## config.mk

```make
export PLATFORM = sky130hd
export DESIGN_NAME = key_matrix_mapped_flat
export DESIGN_NICKNAME = d
export VERILOG_FILES = /design/src/rtl/key_matrix_mapped_if.sv /design/src/rtl/key_matrix_mapped.sv /design/src/flat_wrapper.sv
export SDC_FILE = /design/constraint.sdc
export NUM_CORES = 2
export LEC_CHECK = 0
export CAP_MARGIN = 40
export CORE_ASPECT_RATIO = 0.9
export CORE_MARGIN = 1
export CORE_UTILIZATION = 65
export CTS_BUF_LIST = sky130_fd_sc_hd__clkbuf_4
export CTS_CLUSTER_SIZE = 12
export DETAILED_ROUTE_END_ITERATION = 10
export GPL_ROUTABILITY_DRIVEN = 0
export PLACE_DENSITY = 0.81
export SETUP_SLACK_MARGIN = 0.1
export SYNTH_ARGS = -nofsm -noshare
export SYNTH_HDL_FRONTEND = slang
export SYNTH_SLANG_ARGS = --single-unit
export TNS_END_PERCENT = 20
```

## constraint.sdc

```tcl
create_clock -name clk_sys -period 3.73 [get_ports clk_sys]
set_input_delay 0.5595 -clock clk_sys [delete_from_list [all_inputs] [get_ports clk_sys]]
set_output_delay 0.5595 -clock clk_sys [all_outputs]
set_load 0.005 [all_outputs]
```

## src/rtl/key_matrix_mapped_if.sv

```systemverilog
// Keyboard event and map-table write port shared by the host and key_matrix_mapped.
// MAPW must equal 2 + clog2(NCOLS) + clog2(NROWS) of the attached matrix.
interface key_matrix_mapped_if #(
  parameter int unsigned MAPW = 8
) ();
  logic            key_strobe;
  logic            key_pressed;
  logic            key_extended;
  logic [7:0]      key_code;
  logic            map_we;
  logic [8:0]      map_addr;
  logic [MAPW-1:0] map_data;

  modport master (
    output key_strobe, key_pressed, key_extended, key_code,
    output map_we, map_addr, map_data
  );

  modport slave (
    input key_strobe, key_pressed, key_extended, key_code,
    input map_we, map_addr, map_data
  );
endinterface

```

## src/rtl/key_matrix_mapped.sv

```systemverilog
// Scan-code to key-matrix mapper: programmable 512-entry map, three-stage event
// pipeline, scanned row output, pressed-key count and held soft reset / NMI requests.
module key_matrix_mapped #(
  parameter int unsigned NCOLS    = 8,
  parameter int unsigned NROWS    = 8,
  parameter int unsigned HOLD_MIN = 16,
  localparam int unsigned COLW    = $clog2(NCOLS),
  localparam int unsigned RW      = $clog2(NROWS)
) (
  input  logic                   clk_sys,
  input  logic                   reset_n,
  key_matrix_mapped_if.slave     kbd,
  input  logic                   clear_all,
  input  logic [COLW-1:0]        col,
  input  logic [NROWS-1:0]       row_mask,
  output logic [NROWS-1:0]       row_out,
  output logic [7:0]             key_count,
  output logic                   swrst,
  output logic                   swnmi
);
  localparam int unsigned MAPW = 2 + COLW + RW;
  localparam int unsigned HW   = $clog2(HOLD_MIN + 1);

  localparam logic [1:0] KIND_NONE   = 2'b00;
  localparam logic [1:0] KIND_MATRIX = 2'b01;
  localparam logic [1:0] KIND_RESET  = 2'b10;
  localparam logic [1:0] KIND_NMI    = 2'b11;

  logic [MAPW-1:0] map_mem [512];

  logic            s0_valid, s0_pressed;
  logic [8:0]      s0_addr;
  logic            s1_valid, s1_pressed;
  logic [MAPW-1:0] s1_entry;
  logic            s2_valid, s2_pressed;
  logic [MAPW-1:0] s2_entry;

  logic [1:0]      s2_kind;
  logic [COLW-1:0] s2_col;
  logic [RW-1:0]   s2_row;

  logic [NCOLS-1:0][NROWS-1:0] matrix, matrix_nxt;
  logic [7:0]      key_count_nxt;
  logic            rst_held, rst_held_nxt, nmi_held, nmi_held_nxt;
  logic [HW-1:0]   rst_cnt, rst_cnt_nxt, nmi_cnt, nmi_cnt_nxt;
  logic [NROWS-1:0] row_sel;

  assign {s2_kind, s2_col, s2_row} = s2_entry;

  // Map table keeps its contents across reset; a same-edge write is not seen by the read.
  always_ff @(posedge clk_sys) begin
    if (kbd.map_we) map_mem[kbd.map_addr] <= kbd.map_data;
    s1_entry <= map_mem[s0_addr];
  end

  // Event pipeline: S0 capture, S1 table read, S2 entry held for apply.
  always_ff @(posedge clk_sys) begin
    if (!reset_n || clear_all) begin
      s0_valid <= 1'b0;
      s1_valid <= 1'b0;
      s2_valid <= 1'b0;
    end else begin
      s0_valid <= kbd.key_strobe;
      s1_valid <= s0_valid;
      s2_valid <= s1_valid;
    end
    s0_addr    <= {kbd.key_extended, kbd.key_code};
    s0_pressed <= kbd.key_pressed;
    s1_pressed <= s0_pressed;
    s2_pressed <= s1_pressed;
    s2_entry   <= s1_entry;
  end

  // Apply the S2 event; out-of-range col/row never match a matrix cell.
  always_comb begin
    matrix_nxt    = matrix;
    key_count_nxt = key_count;
    rst_held_nxt  = rst_held;
    nmi_held_nxt  = nmi_held;
    rst_cnt_nxt   = (rst_cnt != '0) ? rst_cnt - HW'(1) : rst_cnt;
    nmi_cnt_nxt   = (nmi_cnt != '0) ? nmi_cnt - HW'(1) : nmi_cnt;
    if (s2_valid) begin
      case (s2_kind)
        KIND_NONE: ;
        KIND_MATRIX: begin
          for (int c = 0; c < int'(NCOLS); c++) begin
            for (int r = 0; r < int'(NROWS); r++) begin
              if (s2_col == COLW'(c) && s2_row == RW'(r) && matrix[c][r] != s2_pressed) begin
                matrix_nxt[c][r] = s2_pressed;
                if (s2_pressed && key_count != 8'hFF)
                  key_count_nxt = key_count + 8'd1;
                else if (!s2_pressed && key_count != 8'h00)
                  key_count_nxt = key_count - 8'd1;
              end
            end
          end
        end
        KIND_RESET: begin
          rst_held_nxt = s2_pressed;
          if (s2_pressed) rst_cnt_nxt = HW'(HOLD_MIN);
        end
        KIND_NMI: begin
          nmi_held_nxt = s2_pressed;
          if (s2_pressed) nmi_cnt_nxt = HW'(HOLD_MIN);
        end
        default: ;
      endcase
    end
    if (clear_all) begin
      matrix_nxt    = '0;
      key_count_nxt = '0;
      rst_held_nxt  = 1'b0;
      nmi_held_nxt  = 1'b0;
      rst_cnt_nxt   = '0;
      nmi_cnt_nxt   = '0;
    end
  end

  always_comb begin
    row_sel = '0;
    for (int c = 0; c < int'(NCOLS); c++) begin
      if (col == COLW'(c)) row_sel = matrix[c];
    end
  end

  always_ff @(posedge clk_sys) begin
    if (!reset_n) begin
      matrix    <= '0;
      key_count <= '0;
      rst_held  <= 1'b0;
      nmi_held  <= 1'b0;
      rst_cnt   <= '0;
      nmi_cnt   <= '0;
      swrst     <= 1'b0;
      swnmi     <= 1'b0;
      row_out   <= '0;
    end else begin
      matrix    <= matrix_nxt;
      key_count <= key_count_nxt;
      rst_held  <= rst_held_nxt;
      nmi_held  <= nmi_held_nxt;
      rst_cnt   <= rst_cnt_nxt;
      nmi_cnt   <= nmi_cnt_nxt;
      swrst     <= rst_held_nxt | (rst_cnt_nxt != '0);
      swnmi     <= nmi_held_nxt | (nmi_cnt_nxt != '0);
      row_out   <= row_sel & row_mask;
    end
  end
endmodule
```

## src/flat_wrapper.sv

```systemverilog
// flat-port wrapper written by rule: the top's interface ports become plain ports
module key_matrix_mapped_flat 
#(
  parameter int unsigned NCOLS    = 8,
  parameter int unsigned NROWS    = 8,
  parameter int unsigned HOLD_MIN = 16,
  localparam int unsigned COLW    = $clog2(NCOLS),
  localparam int unsigned RW      = $clog2(NROWS)
)
  (clk_sys, reset_n, clear_all, col, row_mask, row_out, key_count, swrst, swnmi, kbd_key_strobe, kbd_key_pressed, kbd_key_extended, kbd_key_code, kbd_map_we, kbd_map_addr, kbd_map_data);
  key_matrix_mapped_if kbd_i ();
  input  logic clk_sys;
  input  logic reset_n;
  input  logic clear_all;
  input  logic [COLW-1:0] col;
  input  logic [NROWS-1:0] row_mask;
  output logic [NROWS-1:0] row_out;
  output logic [7:0] key_count;
  output logic swrst;
  output logic swnmi;
  input wire logic [$bits(kbd_i.key_strobe)-1:0] kbd_key_strobe;
  input wire logic [$bits(kbd_i.key_pressed)-1:0] kbd_key_pressed;
  input wire logic [$bits(kbd_i.key_extended)-1:0] kbd_key_extended;
  input wire logic [$bits(kbd_i.key_code)-1:0] kbd_key_code;
  input wire logic [$bits(kbd_i.map_we)-1:0] kbd_map_we;
  input wire logic [$bits(kbd_i.map_addr)-1:0] kbd_map_addr;
  input wire logic [$bits(kbd_i.map_data)-1:0] kbd_map_data;
  assign kbd_i.key_strobe = kbd_key_strobe;
  assign kbd_i.key_pressed = kbd_key_pressed;
  assign kbd_i.key_extended = kbd_key_extended;
  assign kbd_i.key_code = kbd_key_code;
  assign kbd_i.map_we = kbd_map_we;
  assign kbd_i.map_addr = kbd_map_addr;
  assign kbd_i.map_data = kbd_map_data;
  key_matrix_mapped #(.NCOLS(NCOLS), .NROWS(NROWS), .HOLD_MIN(HOLD_MIN)) u_core (.clk_sys(clk_sys), .reset_n(reset_n), .kbd(kbd_i), .clear_all(clear_all), .col(col), .row_mask(row_mask), .row_out(row_out), .key_count(key_count), .swrst(swrst), .swnmi(swnmi));
endmodule
```

==> impl_results.md <==
* Post-Route WL at 457000 µm
* Fmax at 266 MHz
* Nets at 9227
* Status: finished with violations
* Worst setup margin at -22.6 ps
* Synth Register Bits at 4221
* Vias in the first global route at 94200
* Yosys cell types at 93
* Minimum clock period at 3750 ps
* Top-count cell post-synth: edfxtp_1
* Avg Inst Size Synth at 21.2 µm²
* First-pass GRT wire length at 642000 µm
* Post-synth EDFFs at 4096
* Crit-path max FO at 29
* Worst R2R Path Depth at 10
* RSZ-0062 raised after global routing: true
* DR iter-0 viols at 16700
* Num ports at 61
* Clk_lat worst skew at 1520 ps
* Clk buf depth at 4
* Post-DP HPWL at 261000 µm
* Yosys top cell by area: edfxtp_1
* Detail Route Antenna Nets at 0
* CP Class: flip-flop to flip-flop
* Power Density at 499 mW/mm²
* Fin area at 0.190 mm²
* Net Count, Synth at 7934
* Static leakage at 0.0610 µW
* DR vias at 95000
* Chip Height at 483 µm
* Drc violations at 0
* Core Area at 0.255 mm²
* Fin cells at 13400
* First-pass DRT Iterations at 7
* Worst Tran Pin Value at 1270 ps
* Tcrit/Tclk final at 101%
* Worst hold slack at 118 ps
* # H-tree levels at 6
* Netlist Area Pre-Place at 0.167 mm²
* Pin count of the biggest net entering global routing at 148
* Total GRT Usage at 34.8%
* Clock sink count at 4221
* Failing checks: negative setup slack
* Setup_tns at -35.3 ps
* Initial Utilization at 65.3%
* Avg Vias per Cell at 7.11
* Area after DPL at 0.177 mm²
* Synth cell count leaders: edfxtp_1, mux4_2, nor2_1, clkbuf_1, a21oi_1
* Synthesis-to-finish area growth at 13.8%
* Share of layout cells above drive strength 1 at 36.7%
* CTS clk-pin slew, worst paths at 90 ps
* Clock root buffer: clkbuf_4
* Final Hold Fails at 0
* Max cap viols at 0
* Predominant post-synthesis flop cell: edfxtp_1
* Final setup vio count at 2
* Routed WL per cell at 34.2 µm
* Worst Setup End Kind: flip-flop
* CTS Buf Count at 958
* Post-synth ARST share at 0%
* Hold path depth at 2
* Worst reg2reg setup slack at -20 ps
* Syn. warnings at 0
* Peak supply drop at 0.462 mV
* Worst path required time at 5120 ps
* Die footprint at 0.259 mm²
* CP arrival at 5140 ps
* Sequential-to-total area share from yosys stat at 75.2%
* Area fraction of the dominant cell type after synthesis at 73.7%
* Slew HR at 15.3%
* Grt ovf at 0
* # rows at 176
* Critical path launch point type: flip-flop
* Top post-synthesis cells by area: edfxtp_1, mux4_2, dfxtp_1
* Min-delay worst type: input pin to flip-flop
* Placed insts at 11500
* Slew Viols, Final at 0
* Mapped Cells at 7886
* Die Wd at 536 µm
* Initial antenna violation count at 32
* I/O Buffers at 60
* Clk_skew at 202 ps
* CTS tree: built
path summary, 6_finish.rpt:
check,from,to
hold reg to reg,u_core.s1_pressed$_DFF_P_,u_core.s2_pressed$_DFF_P_
hold / removal,kbd_key_code[3],u_core.s0_addr[3]$_DFF_P_
setup / recovery,u_core.s0_addr[0]$_DFF_P_,u_core.s1_entry[1]$_DFF_P_
setup reg to reg,u_core.s0_addr[0]$_DFF_P_,u_core.s1_entry[1]$_DFF_P_
sequential cells by signal (all words and copies together), names as in the netlist:
signal	flops
u_core.swrst	1
u_core.map_mem	4096
u_core.s2_valid	1
u_core.row_out	8
u_core.nmi_held	1
u_core.s1_entry	8
u_core.swnmi	1
u_core.s2_entry	8
u_core.key_count	8
u_core.s1_pressed	1
u_core.matrix	64
u_core.nmi_cnt	5
u_core.s1_valid	1
u_core.s0_addr	9
u_core.s2_pressed	1
u_core.s0_pressed	1
u_core.rst_cnt	5
u_core.s0_valid	1
u_core.rst_held	1
layer usage:
layer | share of wire [%] | GRT usage (%)
met5 | 0.038 | 0
met4 | 5.9 | 17.1
met3 | 14 | 9.42
met2 | 48 | 54.0
met1 | 32 | 46.5
layout by cell type (no fill, tap or decap), types with 19 or more instances in the layout:
cell / synthesis / final
diode_2: 0 / 19
mux4_2: 1286 / 1286
nand2b_1: 21 / 20
buf_12: 0 / 104
a21oi_1: 170 / 164
xnor2_1: 42 / 42
o21ai_0: 120 / 120
clkinv_1: 0 / 252
dlygate4sd3_1: 0 / 35
clkbuf_4: 0 / 1410
edfxtp_1: 4096 / 4096
o22ai_1: 24 / 24
nand2_1: 122 / 110
a22oi_1: 108 / 91
clkinv_2: 0 / 32
nor2_1: 625 / 622
xor2_1: 34 / 34
nand3_1: 138 / 134
inv_1: 21 / 21
buf_4: 12 / 623
a221oi_1: 26 / 20
clkdlybuf4s50_1: 0 / 52
dfxtp_1: 125 / 117
nor3_1: 76 / 63
critical path, stage by stage, from the launching register on:
cell and delay, ps:
dfxtp_4 490, buf_12 240, buf_16 210, buf_16 250
mux4_2 570, mux4_2 550, a22oi_1 430, a21oi_1 250
nor3_1 260, buf_4 240, nor3_1 90
through the flow:
step | setup WS, ps | power, µW | utilization (%)
floorplan | 857 | 56400 | -
detailed placement | -472 | 59100 | 69.2
CTS | 75.4 | 94600 | 74.2
global placement | -494 | 58900 | 69.1
finish | -22.6 | 94800 | 74.3
global route | -86.5 | 97400 | 74.3
area by class of cell:
type / instances / area [µm²]
clock inverter: 331 / 1570
timing repair buffer: 844 / 8240
sequential: 4221 / 126000
antenna: 19 / 47.5
multi-input combinational: 3132 / 39500
fill: 13200 / 65600
tap: 3382 / 4230
clock buffer: 1410 / 10600
inverter: 22 / 82.6
cells by family after synthesis:
family | share of synthesized area [%]
fa+ha+maj | 0.0375
flops | 75.2
compound gates | 2.46
xor+xnor | 0.399
mux | 17.5
buf+inv | 1.34
simple gates | 3.05
what timing repair did:
action,4_1_cts,5_1_grt
hold endpoints to repair,3492,0
hold buffers,35,0
cloned,3,1
pin swaps,3,5
setup buffers,4,9
setup endpoints to repair,8,9
gates resized for setup,41,26
power by group:
part	total (µW)	switching, µW	internal (µW)
sequential	52300	256	52000
clock	36400	18800	17600
combinational	6100	3640	2450
total	94800	22700	72100
No activity file was read; power rests on OpenSTA's default activity.
